<file path="src/rtl/rv32i_regfile_write_arbiter_pkg.sv">
// Shared types and constants for the register-file write arbiter.
// Optional build macro used by the arbiter files: RV32I_REGFILE_ARB_FIXED_PRIO_EN.
package RV32I_core_utils_package;

    localparam int         REGFILE_WORD_SIZE = 32;
    localparam logic [4:0] REG_ZERO_ADDR     = 5'd0;

    typedef enum logic [0:0] {
        ArbIdle  = 1'b0,
        ArbWrite = 1'b1
    } regfile_arb_state_e;

    typedef struct packed {
        logic [4:0]                   addr;
        logic [REGFILE_WORD_SIZE-1:0] data;
    } regfile_write_req_t;

    // Index width that stays legal for a single-entry vector.
    function automatic int clog2_min1(input int n);
        return (n > 1) ? $clog2(n) : 1;
    endfunction

endpackage

</file>
<file path="src/rtl/rv32i_regfile_write_arbiter_rr_grant.sv">
// Combinational one-hot picker: round-robin from ptr_i upward with wrap.
// With RV32I_REGFILE_ARB_FIXED_PRIO_EN defined it becomes a priority
// encoder (lowest index wins) and ptr_i is ignored.
module rv32i_rr_grant #(
    parameter int NUM_REQ = 3,
    parameter int IDX_W   = 2
) (
    input  logic [NUM_REQ-1:0] valid_i,
    input  logic [IDX_W-1:0]   ptr_i,
    output logic [NUM_REQ-1:0] grant_o,
    output logic [IDX_W-1:0]   idx_o,
    output logic               any_o
);

    int k;

    // Pick the first valid requester in search order and mark it one-hot.
    always_comb begin
        // NOTE: every output gets a default first so no path leaves a latch.
        grant_o = '0;
        idx_o   = '0;
        any_o   = 1'b0;
        k       = 0;
`ifdef RV32I_REGFILE_ARB_FIXED_PRIO_EN
        for (int off = 0; off < NUM_REQ; off++) begin
            k = off;
            if (!any_o && valid_i[k]) begin
                any_o      = 1'b1;
                idx_o      = IDX_W'(k);
                grant_o[k] = 1'b1;
            end
        end
`else
        for (int off = 0; off < NUM_REQ; off++) begin
            k = (int'(ptr_i) + off) % NUM_REQ;
            if (!any_o && valid_i[k]) begin
                any_o      = 1'b1;
                idx_o      = IDX_W'(k);
                grant_o[k] = 1'b1;
            end
        end
`endif
    end

endmodule

</file>
<file path="src/rtl/rv32i_regfile_write_arbiter.sv">
// Arbitrates NUM_REQ producers onto the single register-file write port,
// holds the write until acknowledged (or timed out) and exports the
// in-flight destination for decode hazard logic.
// Build option: RV32I_REGFILE_ARB_FIXED_PRIO_EN selects fixed priority
// (index 0 first) instead of round-robin.
module rv32i_regfile_write_arbiter
    import RV32I_core_utils_package::*;
#(
    parameter int WORD_SIZE      = 32,
    parameter int NUM_REQ        = 3,
    parameter int TIMEOUT_CYCLES = 16
) (
    input  logic                   i_clk,
    input  logic                   i_rst_n,
    input  logic [NUM_REQ-1:0]     i_req_valid,
    input  logic [NUM_REQ*5-1:0]   i_req_addr,
    input  logic [NUM_REQ*WORD_SIZE-1:0] i_req_data,
    output logic [NUM_REQ-1:0]     o_req_ready,
    output logic                   o_register_write_en,
    output logic [4:0]             o_register_write_addr,
    output logic [WORD_SIZE-1:0]   o_register_write_data,
    input  logic                   i_register_write_valid,
    output logic                   o_pending_valid,
    output logic [4:0]             o_pending_addr,
    output logic                   o_error
);

    localparam int IDX_W = clog2_min1(NUM_REQ);
    localparam int CNT_W = clog2_min1(TIMEOUT_CYCLES);

    regfile_arb_state_e     state_q, state_d;
    logic                   we_q, we_d;
    logic [4:0]             waddr_q, waddr_d;
    logic [WORD_SIZE-1:0]   wdata_q, wdata_d;
    logic                   pend_q, pend_d;
    logic [4:0]             pend_addr_q, pend_addr_d;
    logic [CNT_W-1:0]       cnt_q, cnt_d;
    logic                   err_q, err_d;
    logic [IDX_W-1:0]       ptr_q, ptr_d;

    logic [NUM_REQ-1:0]     grant;
    logic [IDX_W-1:0]       grant_idx;
    logic                   grant_any;
    logic [4:0]             sel_addr;
    logic [WORD_SIZE-1:0]   sel_data;

    rv32i_rr_grant #(
        .NUM_REQ (NUM_REQ),
        .IDX_W   (IDX_W)
    ) u_grant (
        .valid_i (i_req_valid),
        .ptr_i   (ptr_q),
        .grant_o (grant),
        .idx_o   (grant_idx),
        .any_o   (grant_any)
    );

    // Mux the granted requester's address and data.
    always_comb begin
        sel_addr = '0;
        sel_data = '0;
        for (int r = 0; r < NUM_REQ; r++) begin
            if (grant[r]) begin
                sel_addr = i_req_addr[r*5 +: 5];
                sel_data = i_req_data[r*WORD_SIZE +: WORD_SIZE];
            end
        end
    end

    // Next-state and ready logic for the Idle/Write handshake FSM.
    always_comb begin
        state_d     = state_q;
        we_d        = we_q;
        waddr_d     = waddr_q;
        wdata_d     = wdata_q;
        pend_d      = pend_q;
        pend_addr_d = pend_addr_q;
        cnt_d       = cnt_q;
        err_d       = err_q;
        ptr_d       = ptr_q;
        o_req_ready = '0;
        case (state_q)
            ArbIdle: begin
                o_req_ready = grant;
                if (grant_any) begin
                    // Pointer moves on every accepted transfer, including x0 discards.
                    ptr_d = (grant_idx == IDX_W'(NUM_REQ-1)) ? '0 : grant_idx + IDX_W'(1);
                    if (sel_addr != REG_ZERO_ADDR) begin
                        we_d        = 1'b1;
                        waddr_d     = sel_addr;
                        wdata_d     = sel_data;
                        pend_d      = 1'b1;
                        pend_addr_d = sel_addr;
                        cnt_d       = '0;
                        state_d     = ArbWrite;
                    end
                end
            end
            ArbWrite: begin
                cnt_d = cnt_q + CNT_W'(1);
                // Ack wins over a coincident timeout.
                if (i_register_write_valid) begin
                    we_d    = 1'b0;
                    pend_d  = 1'b0;
                    state_d = ArbIdle;
                end else if (cnt_q == CNT_W'(TIMEOUT_CYCLES-1)) begin
                    err_d   = 1'b1;
                    we_d    = 1'b0;
                    pend_d  = 1'b0;
                    state_d = ArbIdle;
                end
            end
            default: state_d = ArbIdle;
        endcase
`ifdef RV32I_REGFILE_ARB_FIXED_PRIO_EN
        ptr_d = '0;
`endif
    end

    // State and write-port registers; reset abandons any in-flight write.
    always_ff @(posedge i_clk or negedge i_rst_n) begin
        if (!i_rst_n) begin
            state_q     <= ArbIdle;
            we_q        <= 1'b0;
            waddr_q     <= '0;
            wdata_q     <= '0;
            pend_q      <= 1'b0;
            pend_addr_q <= '0;
            cnt_q       <= '0;
            err_q       <= 1'b0;
            ptr_q       <= '0;
        end else begin
            // NOTE: non-blocking so every register samples pre-edge values together.
            state_q     <= state_d;
            we_q        <= we_d;
            waddr_q     <= waddr_d;
            wdata_q     <= wdata_d;
            pend_q      <= pend_d;
            pend_addr_q <= pend_addr_d;
            cnt_q       <= cnt_d;
            err_q       <= err_d;
            ptr_q       <= ptr_d;
        end
    end

    assign o_register_write_en   = we_q;
    assign o_register_write_addr = waddr_q;
    assign o_register_write_data = wdata_q;
    assign o_pending_valid       = pend_q;
    assign o_pending_addr        = pend_addr_q;
    assign o_error               = err_q;

endmodule

</file>
<file path="config.mk">
export PLATFORM = sky130hd
export DESIGN_NAME = rv32i_regfile_write_arbiter
export DESIGN_NICKNAME = d
export VERILOG_FILES = /design/src/rtl/rv32i_regfile_write_arbiter_pkg.sv /design/src/rtl/rv32i_regfile_write_arbiter_rr_grant.sv /design/src/rtl/rv32i_regfile_write_arbiter.sv
export SDC_FILE = /design/constraint.sdc
export NUM_CORES = 1
export LEC_CHECK = 0
export BUFFER_PORTS_ARGS = -buffer_cell sky130_fd_sc_hd__buf_2
export CORE_MARGIN = 10
export CORE_UTILIZATION = 49
export CTS_CLUSTER_SIZE = 12
export DETAILED_ROUTE_END_ITERATION = 10
export GPL_ROUTABILITY_DRIVEN = 0
export PLACE_DENSITY = 0.95
export SLEW_MARGIN = 20
export SYNTH_ARGS = -nofsm -noshare
export SYNTH_HDL_FRONTEND = slang
export SYNTH_HIERARCHICAL = 1
export SYNTH_SLANG_ARGS = --single-unit
</file>
<file path="constraint.sdc">
create_clock -name i_clk -period 5.4 [get_ports i_clk]
set_clock_uncertainty 0.1 [all_clocks]
set_input_delay 0.27 -clock i_clk [delete_from_list [all_inputs] [get_ports i_clk]]
set_output_delay 0.27 -clock i_clk [all_outputs]
set_load 0.005 [all_outputs]
</file>
==> flow_summary.toml, run 1 <==
[die]
placementRows = 29
effective_utilization_at_floorplan_pct = 49.7
number_of_top_level_pins = 165
vert_die_dim_um = 99.8
core_region_area_sq_um = 6280
fp.dieArea_sq_um = 9960
die_x_um = 99.8

[critical_path]
crit_start_category = "register"
endpoint_kind_of_the_worst_setup_timing_path = "register"
critical_path.slowest_cell = "a31oi_4"
reg2reg_setup_slack_ns = 1.13
path_delay_family = "compound AO/OA/AOI/OAI gates"
critical_path_class = "register to register"
critical_path.endpoint = "o_register_write_data[27]"
cp.required_ns = 5.48
crit_path_max_fanout = 47
cp_cell_sequence = "inv_1 > ha_1 > nand2b_1 > nand2_1 > nand3_1 > a31oi_4 > buf_4 > a21oi_1 > a21oi_1 > nor2_1 > a21oi_4 > buf_4 > mux2_2"
critical_path.reg2reg.startpoint = "ptr_q[1]"
worst_r2r_dst = "o_register_write_data[27]"
critical_path_buf_inv_count = 3
timing.critical_path.slowest_cell_delay_ns = 0.63
critical_path_depth = 13
worst_reg_to_reg_path_cell_count = 13
cp-startpoint = "ptr_q[1]"
worstPathArrival_ns = 4.35

[logic_synthesis]
synthArstFlopShare_pct = 100
synth.top_cell.area_share_pct = 36.9
synth_top_flop_cell = "dfrtp_1"
syn_inst = 329
ys_top_cells_by_area = "dfrtp_1 (37%), mux2_4 (14%), a22oi_1 (7.2%), o21ai_0 (6.3%), nand2_1 (5.8%)"
synth-xor-area-share_pct = 0.561
mappedNetlistArea_sq_um = 3120
net_count_after_synthesis = 451
seq_area_frac_synth_pct = 36.9
synth-adder-area-share_pct = 2.00
post_synth_mux_area_share_pct = 17.2
synth.largest_area_cell = "dfrtp_1"
synth_common_cells = "nand2_1 (48), dfrtp_1 (46), o21ai_0 (39)"
synthesized_area_fraction_occupied_by_ao_oa_aoi_and_oai_cells_pct = 21.4
yosysUniqueCellTypes = 43
ys_ff_latch = 46
synth_edf_count = 0
simple_gate_fraction_of_synth_area_pct = 13.8
ys_warns = 6
postSynthAreaPerCell_sq_um = 9.49
synth_top_family_by_area = "compound AO/OA/AOI/OAI gates"
synth.most_common_cell = "nand2_1"

[power]
netSwitchingPower_mw = 1.17
power.share.clock_pct = 7.9
power_density_nw_per_um2 = 658
power.share.combinational_pct = 69.7
power_leakage_nw = 2.04
vdd.ir_drop.worst_mv = 0.366
cellInternalPower_mw = 1.47
power.sequential.fraction_pct = 22.4
p_sw_share_pct = 44.4

[detailed_routing]
vias = 3082
iteration_0_drc_markers = 185
drt-total-wl_um = 10200
detail_route.vias_per_cell = 5.57
wl_per_cell_um = 18.4
antenna_violating_nets_post_route = 0
detailedRoute.firstPassIterationCount = 4
drc = 0

[sta]
postLayoutSetupSlackWorst_ns = 1.13
final.setup.tns_ns = 0
relSlewSlack_pct = 46.7
timing.final.max_slew_violations = 0
finalCriticalPeriod_ns = 4.27
timing_worst_slew_pin_value_ns = 0.799
hold-worst-slack_ns = 0.0872
fmax_mhz = 234
period_share_pct = 79.0
grt_setup_unrepaired = "false"
final-setup-viol-count = 0
timing_hold_violations_final = 0

[layout]
nets = 597
layout-drive-gt1-share_pct = 45.8
n_antenna_cell = 0
syn2layout_area_growth_pct = 28.8
num-fill-cells = 491
final_core_utilization_pct = 64.1

[place]
pre_cts_slack_ns = 1.21
port_buffers = 164
post_dp_hpwl_um = 7840

[global_route]
grtUsageTotal_pct = 19.1
grt_overflow = 0
number_of_global_route_vias_before_repair = 3278
first_pass_grt_wire_length_um = 15700
antenna_found_initial = 0
grt_max_degree = 48

[status]
status = "completed"

[clocking]
clock_tree.htree_level_count = 2
clock_tree.root_cell = "clkbuf_8"
post_cts_buffers = 0
tritoncts_clock_tree = "yes"
cts_inserted_buffers = 5
clkLatencyLatePin_ns = 0.29
cts_max_path_buffers = 2
cts.reportedPaths.clkPinSlew_ns = 0.09
clock-sinks = 46

[worst_hold_path]
holdCritPathClass = "primary input to register"

[job]
maxCapViolCount = 0
==> cells by family after synthesis <==
logic type / after synthesis
xor gates and xnor gates: 2
buffers and inverters: 43
AOI/OAI and AO/OA: 106
DFF: 46
and+or+nand+nor: 91
adders and majority gates: 5
muxes: 36
==> how the worst min path moves through the flow <==
stage	startpoint	end	slack, ns	depth (start not counted)
2_1_floorplan	i_rst_n	cnt_q[0]	-0.13	0
3_3_place_gp	o_error	o_error	0.36	2
3_5_place_dp	o_error	o_error	0.37	2
4_1_cts	i_rst_n	o_register_write_data[17]	0.07	1
5_1_grt	i_register_write_valid	o_error	0.09	2
6_report	i_register_write_valid	o_error	0.09	2
==> layer usage <==
layer | track usage (%) | part of all wire, %
met5 | 0 | 0
met4 | 8.60 | 2.7
met2 | 32.7 | 51
met1 | 21.4 | 38
met3 | 5.70 | 8.7
==> sequential cells by signal, summed over array words and instances (netlist names) <==
name,cells
o_pending_addr,5
o_error,1
o_pending_valid,1
cnt_q,4
ptr_q,2
state_q,1
o_register_write_data,32
==> through the flow <==
stage                     instance area, sq um  instances  total power [mW]
final                                     4020        553              2.65
after detailed placement                  3890        543              2.39
after global routing                      4020        553              2.86
after global placement                    3890        543              2.31
after CTS                                 3980        551              2.62
after floorplan                           3120        329              1.99
==> area by class of cell <==
class,instances,area [sq um],area share (%)
clock buffers,6,72.6,1.80
clock inverters,2,13.8,0.342
inverters,12,45.0,1.12
multi-input cells,240,1750,43.6
flip-flops and latches,46,1150,28.6
well taps,77,96.3,2.40
repair buffers,170,891,22.2
==> power groups by stage <==
stage               combinational [mW]  clock, mW  sequential (mW)
finish                            1.84      0.208            0.593
global route                      2.01      0.235            0.611
CTS                               1.81      0.220            0.592
detailed placement                1.79          0            0.596
global placement                  1.72          0            0.590
floorplan                         1.40          0            0.587
==> what timing repair did <==
item / 4_1_cts / 5_1_grt
hold buffers: 0 / 1
resized for setup: 0 / 0
endpoints found under the hold margin: 0 / 46
==> placed cells by master, fill, tap and decap left out, types with 2 or more instances in the layout <==
master    count
a21oi_1      17
a21oi_4       2
a22oi_1      30
a31oi_1       2
and3_1        2
buf_2       163
buf_4         5
clkbuf_8      5
dfrtp_1      46
ha_1          5
inv_1        12
mux2_2        2
mux2_4       30
mux2i_1       2
mux2i_4       2
nand2_1      48
nand2b_1      4
nand3_1       4
nand3b_1      6
nor2_1       11
nor2b_1      10
nor3_1        2
o21ai_0      39
o31ai_1       3
(Power assumes the default switching activity.)
==> run 2, diff against run 1 <==
--- a/config.mk
+++ b/config.mk
@@ -5,13 +5,14 @@
 export SDC_FILE = /design/constraint.sdc
 export NUM_CORES = 1
 export LEC_CHECK = 0
+export ABC_AREA = 1
 export BUFFER_PORTS_ARGS = -buffer_cell sky130_fd_sc_hd__buf_2
 export CORE_MARGIN = 10
-export CORE_UTILIZATION = 49
+export CORE_UTILIZATION = 41
 export CTS_CLUSTER_SIZE = 12
 export DETAILED_ROUTE_END_ITERATION = 10
 export GPL_ROUTABILITY_DRIVEN = 0
-export PLACE_DENSITY = 0.95
+export PLACE_DENSITY = 0.87
 export SLEW_MARGIN = 20
 export SYNTH_ARGS = -nofsm -noshare
 export SYNTH_HDL_FRONTEND = slang
==> constraint.sdc (replaced) <==
create_clock -name i_clk -period 3.7 [get_ports i_clk]
set_clock_uncertainty 0.1 [all_clocks]
set_input_delay 0.185 -clock i_clk [delete_from_list [all_inputs] [get_ports i_clk]]
set_output_delay 0.185 -clock i_clk [all_outputs]
set_load 0.005 [all_outputs]
==> run 2 against run 1 <==
  * Sequential power is 49% higher
  * Area after synthesis is 5.2% lower
  * Global-route usage is 0.82 points lower
  * First-iteration DRC count is 12% higher
  * Hold slack worse by 0.070 ns
  * Critical endpoint is now o_pending_addr[0]
  * Combinational power is 75% higher
  * Via count is 14% higher
==> flow_summary.toml, run 2 <==
[logic_synthesis]
seq_area_frac_synth_pct = 38.9
synth_common_cells = "nand2_1 (177), a21oi_1 (71), dfrtp_1 (46)"
ys_ff_latch = 46
ys_warns = 6
synthArstFlopShare_pct = 100
net_count_after_synthesis = 564
mappedNetlistArea_sq_um = 2960
synth.largest_area_cell = "dfrtp_1"
postSynthAreaPerCell_sq_um = 6.69
synth.top_cell.area_share_pct = 38.9
synth_top_flop_cell = "dfrtp_1"
yosysUniqueCellTypes = 31
syn_inst = 442
ys_top_cells_by_area = "dfrtp_1 (39%), nand2_1 (22%), a21oi_1 (12%), nor2_1 (5.2%), nand3_1 (2.7%)"
synth_edf_count = 0
synth.most_common_cell = "nand2_1"

[detailed_routing]
iteration_0_drc_markers = 207
detailedRoute.firstPassIterationCount = 5
wl_per_cell_um = 15.5
detail_route.vias_per_cell = 5.08
antenna_violating_nets_post_route = 0
drt-total-wl_um = 10700
drc = 0
vias = 3509

[power]
power.share.clock_pct = 6.9
power_leakage_nw = 2.24
p_sw_share_pct = 54.8
p_total_mw = 4.41
power_density_nw_per_um2 = 1120
cellInternalPower_mw = 1.99
power.share.combinational_pct = 73.1
vdd.ir_drop.worst_mv = 0.511
netSwitchingPower_mw = 2.42
power.sequential.fraction_pct = 20.1

[clocking]
clock_tree.htree_level_count = 2
cts_max_path_buffers = 2
post_cts_buffers = 0
cts.reportedPaths.clkPinSlew_ns = 0.09
clock-sinks = 46
tritoncts_clock_tree = "yes"
cts_inserted_buffers = 5
clkLatencyLatePin_ns = 0.29
clock_tree.root_cell = "clkbuf_8"

[layout]
syn2layout_area_growth_pct = 32.6
num-fill-cells = 678
layout-drive-gt1-share_pct = 33.8
final_core_utilization_pct = 56.8
largest_register_ffs = 32
postLayoutCellArea_sq_um = 3920
regArea_sq_um = 1150
stdcell_count = 691
multi_input_area_sq_um = 1570
nets = 716
layout_commonest_cell = "nand2_1"
mostFrequentLayoutCells = "nand2_1 (177), buf_2 (163), a21oi_1 (71), dfrtp_1 (46), nor2_1 (40)"
n_antenna_cell = 0

[sta]
timing_hold_violations_final = 0
grt_setup_unrepaired = "false"
fmax_mhz = 293
relSlewSlack_pct = 60.8
final-setup-viol-count = 0
finalCriticalPeriod_ns = 3.41
final.setup.tns_ns = 0
timing.final.max_slew_violations = 0
period_share_pct = 92.1
timing_worst_slew_pin_value_ns = 0.588

[place]
post_dp_hpwl_um = 8230
postPlaceCellArea_sq_um = 3810
port_buffers = 164
placedCellCount = 681

[global_route]
number_of_global_route_vias_before_repair = 3668
grt_max_degree = 47
antenna_found_initial = 0
first_pass_grt_wire_length_um = 17200
grt_overflow = 0
grtUsageTotal_pct = 18.3

[die]
number_of_top_level_pins = 165
vert_die_dim_um = 105
die_x_um = 105
effective_utilization_at_floorplan_pct = 42.8
core_region_area_sq_um = 6910
placementRows = 30
fp.dieArea_sq_um = 11000

[critical_path]
reg2reg_setup_slack_ns = 0.29
worstPathArrival_ns = 3.51
worst_r2r_dst = "o_pending_addr[0]"
crit_start_category = "register"
critical_path_class = "register to register"
crit_path_max_fanout = 38
endpoint_kind_of_the_worst_setup_timing_path = "register"
worst_reg_to_reg_path_cell_count = 20
cp.required_ns = 3.80
critical_path.reg2reg.startpoint = "ptr_q[0]"

[worst_hold_path]
holdCritPathClass = "primary input to register"
worstHoldStart = "i_register_write_valid"
worst_hold_path.num_cells = 2
worstHoldEndpoint = "state_q"

[status]
status = "completed"

[job]
maxCapViolCount = 0
## run 2: cell type report
class / count / share of cell area, %
multi-input combinational: 342 / 40.1
clock buffer: 6 / 1.85
clock inverter: 2 / 0.351
sequential: 46 / 29.3
timing repair buffer: 173 / 22.8
tap: 96 / 3.06
inverter: 26 / 2.49
## run 2: worst max-delay path, cell delays in order (launching register included)
cell     delay (ns)
dfrtp_1        0.41
inv_1          0.08
ha_1           0.42
inv_2          0.11
nand2_1        0.08
nand3_1        0.07
nand2_1        0.06
nand2_1        0.07
inv_2          0.07
nand3_1        0.12
nand2_1        0.14
buf_4          0.39
inv_1          0.13
nand3_1        0.09
nand2_1        0.06
nand2_1        0.11
nand3_2        0.15
o21ai_4        0.16
buf_4          0.30
nand2_1        0.09
o21ai_0        0.09
## run 2: how the worst max path moves through the flow
stage / endpoint / startpoint / cells past startpoint / slack [ns]
floorplan: o_register_write_data[19] / ptr_q[0] / 16 / 1.09
global placement: o_register_write_data[10] / ptr_q[0] / 15 / 0.43
detailed placement: o_register_write_data[7] / ptr_q[0] / 19 / 0.17
CTS: o_register_write_data[31] / ptr_q[0] / 19 / 0.16
global route: o_pending_addr[3] / ptr_q[0] / 19 / 0.03
finish: o_pending_addr[0] / ptr_q[0] / 20 / 0.29
## run 2: what timing repair did
action                                 CTS  global route
hold buffers                             0             1
endpoints found under the hold margin    0            46
setup endpoints to repair                0            34
resized for setup                        0             2
## run 2: power groups by stage
stage | Sequential, mW | Clock (mW) | Combinational (mW)
after CTS | 0.886 | 0.312 | 3.15
final | 0.886 | 0.302 | 3.22
after detailed placement | 0.888 | 0 | 3.15
after global placement | 0.880 | 0 | 3.01
after global routing | 0.916 | 0.331 | 3.64
after floorplan | 0.881 | 0 | 2.29
## run 2: kinds of logic after synthesis
group | after synthesis | share of synthesized area (%)
compound gates | 88 | 16.6
fa+ha+maj | 5 | 2.11
buf+inv | 55 | 8.37
flops | 46 | 38.9
simple gates | 248 | 34.0
## run 2: through the flow
step / hold slack, ns / setup WS, ns
floorplan: -0.211 / 1.09
global placement: 0.300 / 0.429
detailed placement: 0.323 / 0.173
CTS: 0.000880 / 0.160
global route: 0.00593 / 0.0265
finish: 0.0175 / 0.291
## run 2: per-layer routing
metal | vias to the layer above | wire, um | global-route usage (%) | share of wire (%)
li1 | 1694 | - | - | -
met4 | 0 | 202 | 5.59 | 1.9
met5 | - | 0 | 0 | 0
met2 | 196 | 5320 | 32.0 | 50
met1 | 1599 | 4270 | 20.9 | 40
met3 | 20 | 919 | 5.53 | 8.6
==> run 3, diff against run 2 <==
--- a/config.mk
+++ b/config.mk
@@ -8,11 +8,12 @@
 export ABC_AREA = 1
 export BUFFER_PORTS_ARGS = -buffer_cell sky130_fd_sc_hd__buf_2
 export CORE_MARGIN = 10
-export CORE_UTILIZATION = 41
+export CORE_UTILIZATION = 45
 export CTS_CLUSTER_SIZE = 12
 export DETAILED_ROUTE_END_ITERATION = 10
 export GPL_ROUTABILITY_DRIVEN = 0
-export PLACE_DENSITY = 0.87
+export PLACE_DENSITY = 0.9
+export RECOVER_POWER = 100
 export SLEW_MARGIN = 20
 export SYNTH_ARGS = -nofsm -noshare
 export SYNTH_HDL_FRONTEND = slang
==> constraint.sdc (replaced) <==
create_clock -name i_clk -period 3.4 [get_ports i_clk]
set_clock_uncertainty 0.1 [all_clocks]
set_input_delay 0.17 -clock i_clk [delete_from_list [all_inputs] [get_ports i_clk]]
set_output_delay 0.17 -clock i_clk [all_outputs]
set_load 0.005 [all_outputs]
==> run 3 against run 2 <==
  * Sequential cell count is the same
  * Final cell count fell by 2.2%
  * Count of clock-buffer cells in the layout unchanged
  * Highest routed layer unchanged
  * Critical path type unchanged
  * Clock power grew 7.3%
  * Critical endpoint is now o_register_write_data[2]
  * Register-to-register slack worse by 0.08 ns
  * Power is 7.3% higher
  * The flow now finishes with violations (capacitance limit, slew limit)
==> flow_summary.toml, run 3 (synthesis gave the netlist of run 2 again) <==
[global_route]
first_pass_grt_wire_length_um = 16200
antenna_found_initial = 1
grt_max_degree = 47
grtUsageTotal_pct = 19.2
grt_overflow = 0
number_of_global_route_vias_before_repair = 3669

[die]
die_x_um = 101
core_region_area_sq_um = 6390
number_of_top_level_pins = 165
fp.dieArea_sq_um = 10200
effective_utilization_at_floorplan_pct = 46.3
placementRows = 29
vert_die_dim_um = 101

[clocking]
clock-sinks = 46
clock_tree.root_cell = "clkbuf_8"
tritoncts_clock_tree = "yes"
cts_max_path_buffers = 2
cts.reportedPaths.clkPinSlew_ns = 0.09
clkLatencyLatePin_ns = 0.30
cts_inserted_buffers = 5
clock_tree.htree_level_count = 2

[sta]
timing_worst_slew_pin_value_ns = 2.40
fmax_mhz = 313
postLayoutSetupSlackWorst_ns = 0.209
finalCriticalPeriod_ns = 3.19
hold-worst-slack_ns = 0.104
timing_hold_violations_final = 0
grt_setup_unrepaired = "false"
final.setup.tns_ns = 0
timing.final.max_slew_violations = 47
final-setup-viol-count = 0
period_share_pct = 93.9
relSlewSlack_pct = -60.0

[place]
placedCellCount = 663
postPlaceCellArea_sq_um = 3790
pre_cts_slack_ns = 0.128
post_dp_hpwl_um = 8090
port_buffers = 164

[layout]
mostFrequentLayoutCells = "nand2_1 (177), buf_2 (125), a21oi_1 (71), dfrtp_1 (46), nor2_1 (40)"
num-fill-cells = 637
largest_register_ffs = 32
layout-drive-gt1-share_pct = 27.3
final_core_utilization_pct = 60.7
syn2layout_area_growth_pct = 31.0
postLayoutCellArea_sq_um = 3880
stdcell_count = 676
nets = 719
layout_commonest_cell = "nand2_1"

[power]
power_leakage_nw = 2.12
p_total_mw = 4.73
power_density_nw_per_um2 = 1220
vdd.ir_drop.worst_mv = 0.617

[critical_path]
critical_path_class = "register to register"
cp.required_ns = 3.49
crit_start_category = "register"
critical_path.reg2reg.startpoint = "ptr_q[0]"
worstPathArrival_ns = 3.28
crit_path_max_fanout = 21
cp-startpoint = "ptr_q[0]"
endpoint_kind_of_the_worst_setup_timing_path = "register"

[detailed_routing]
iteration_0_drc_markers = 214
wl_per_cell_um = 15.2
drt-total-wl_um = 10300
detail_route.vias_per_cell = 5.11
vias = 3454
antenna_violating_nets_post_route = 0
drc = 0
detailedRoute.firstPassIterationCount = 4

[worst_hold_path]
worstHoldStart = "i_req_data[25]"
holdCritPathClass = "primary input to register"

[job]
maxCapViolCount = 1

[status]
status = "complete, but fails checks"
violated_checks = "capacitance limit, slew limit"
==> run 3: final timing paths <==
path | to | slack [ns] | cells after the start
min in group asynchronous | o_register_write_data[14] | 1.05 | 2
worst min-delay path | o_register_write_data[25] | 0.10 | 5
max in group asynchronous | o_pending_addr[4] | 0.79 | 2
worst max-delay path | o_register_write_data[2] | 0.21 | 19
worst min register to register | o_error | 0.37 | 1
worst max register to register | o_register_write_data[2] | 0.21 | 19
==> run 3: repair_timing <==
item / CTS / global route
endpoints found under the hold margin: 47 / 0
setup buffers: 0 / 1
setup endpoints to repair: 0 / 34
hold buffers: 2 / 0
resized for setup: 0 / 3
==> run 3: per-layer routing <==
| layer | track usage (%) | part of all wire, % | vias up |
|---|---|---|---|
| met4 | 9.86 | 3.4 | 0 |
| li1 | - | - | 1705 |
| met5 | 0 | 0 | - |
| met3 | 6.65 | 9.5 | 35 |
| met2 | 32.3 | 49 | 174 |
| met1 | 20.8 | 38 | 1540 |
==> run 3: report_power, final <==
group | switching (mW) | internal, mW
clock network | 0.179 | 0.145
registers | 0.156 | 0.812
logic | 2.24 | 1.20
==> run 3: worst max-delay path, stage by stage, from the launching register on <==
cell and delay, ns:
dfrtp_1 0.40, inv_1 0.09, ha_1 0.40, inv_2 0.11
nand2_1 0.09, nand3_1 0.07, nand2_1 0.07, nand2_1 0.08
inv_2 0.07, nand3_1 0.09, nand2_1 0.14, inv_2 0.17
or2_2 0.31, nand2_1 0.10, nand3_2 0.13, nor2_2 0.26
nor2_4 0.06, buf_4 0.21, nand2_1 0.08, nand2_1 0.05
==> run 3: final cells by class <==
cell class / instances / area (sq um) / share of cell area [%]
Tap cell: 77 / 96.3 / 2.49
Sequential cell: 46 / 1150 / 29.7
Timing Repair Buffer: 176 / 868 / 22.4
Multi-Input combinational cell: 342 / 1570 / 40.6
Clock buffer: 6 / 72.6 / 1.87
Antenna cell: 1 / 2.50 / 0.0646
Inverter: 26 / 97.6 / 2.52
Clock inverter: 2 / 13.8 / 0.355
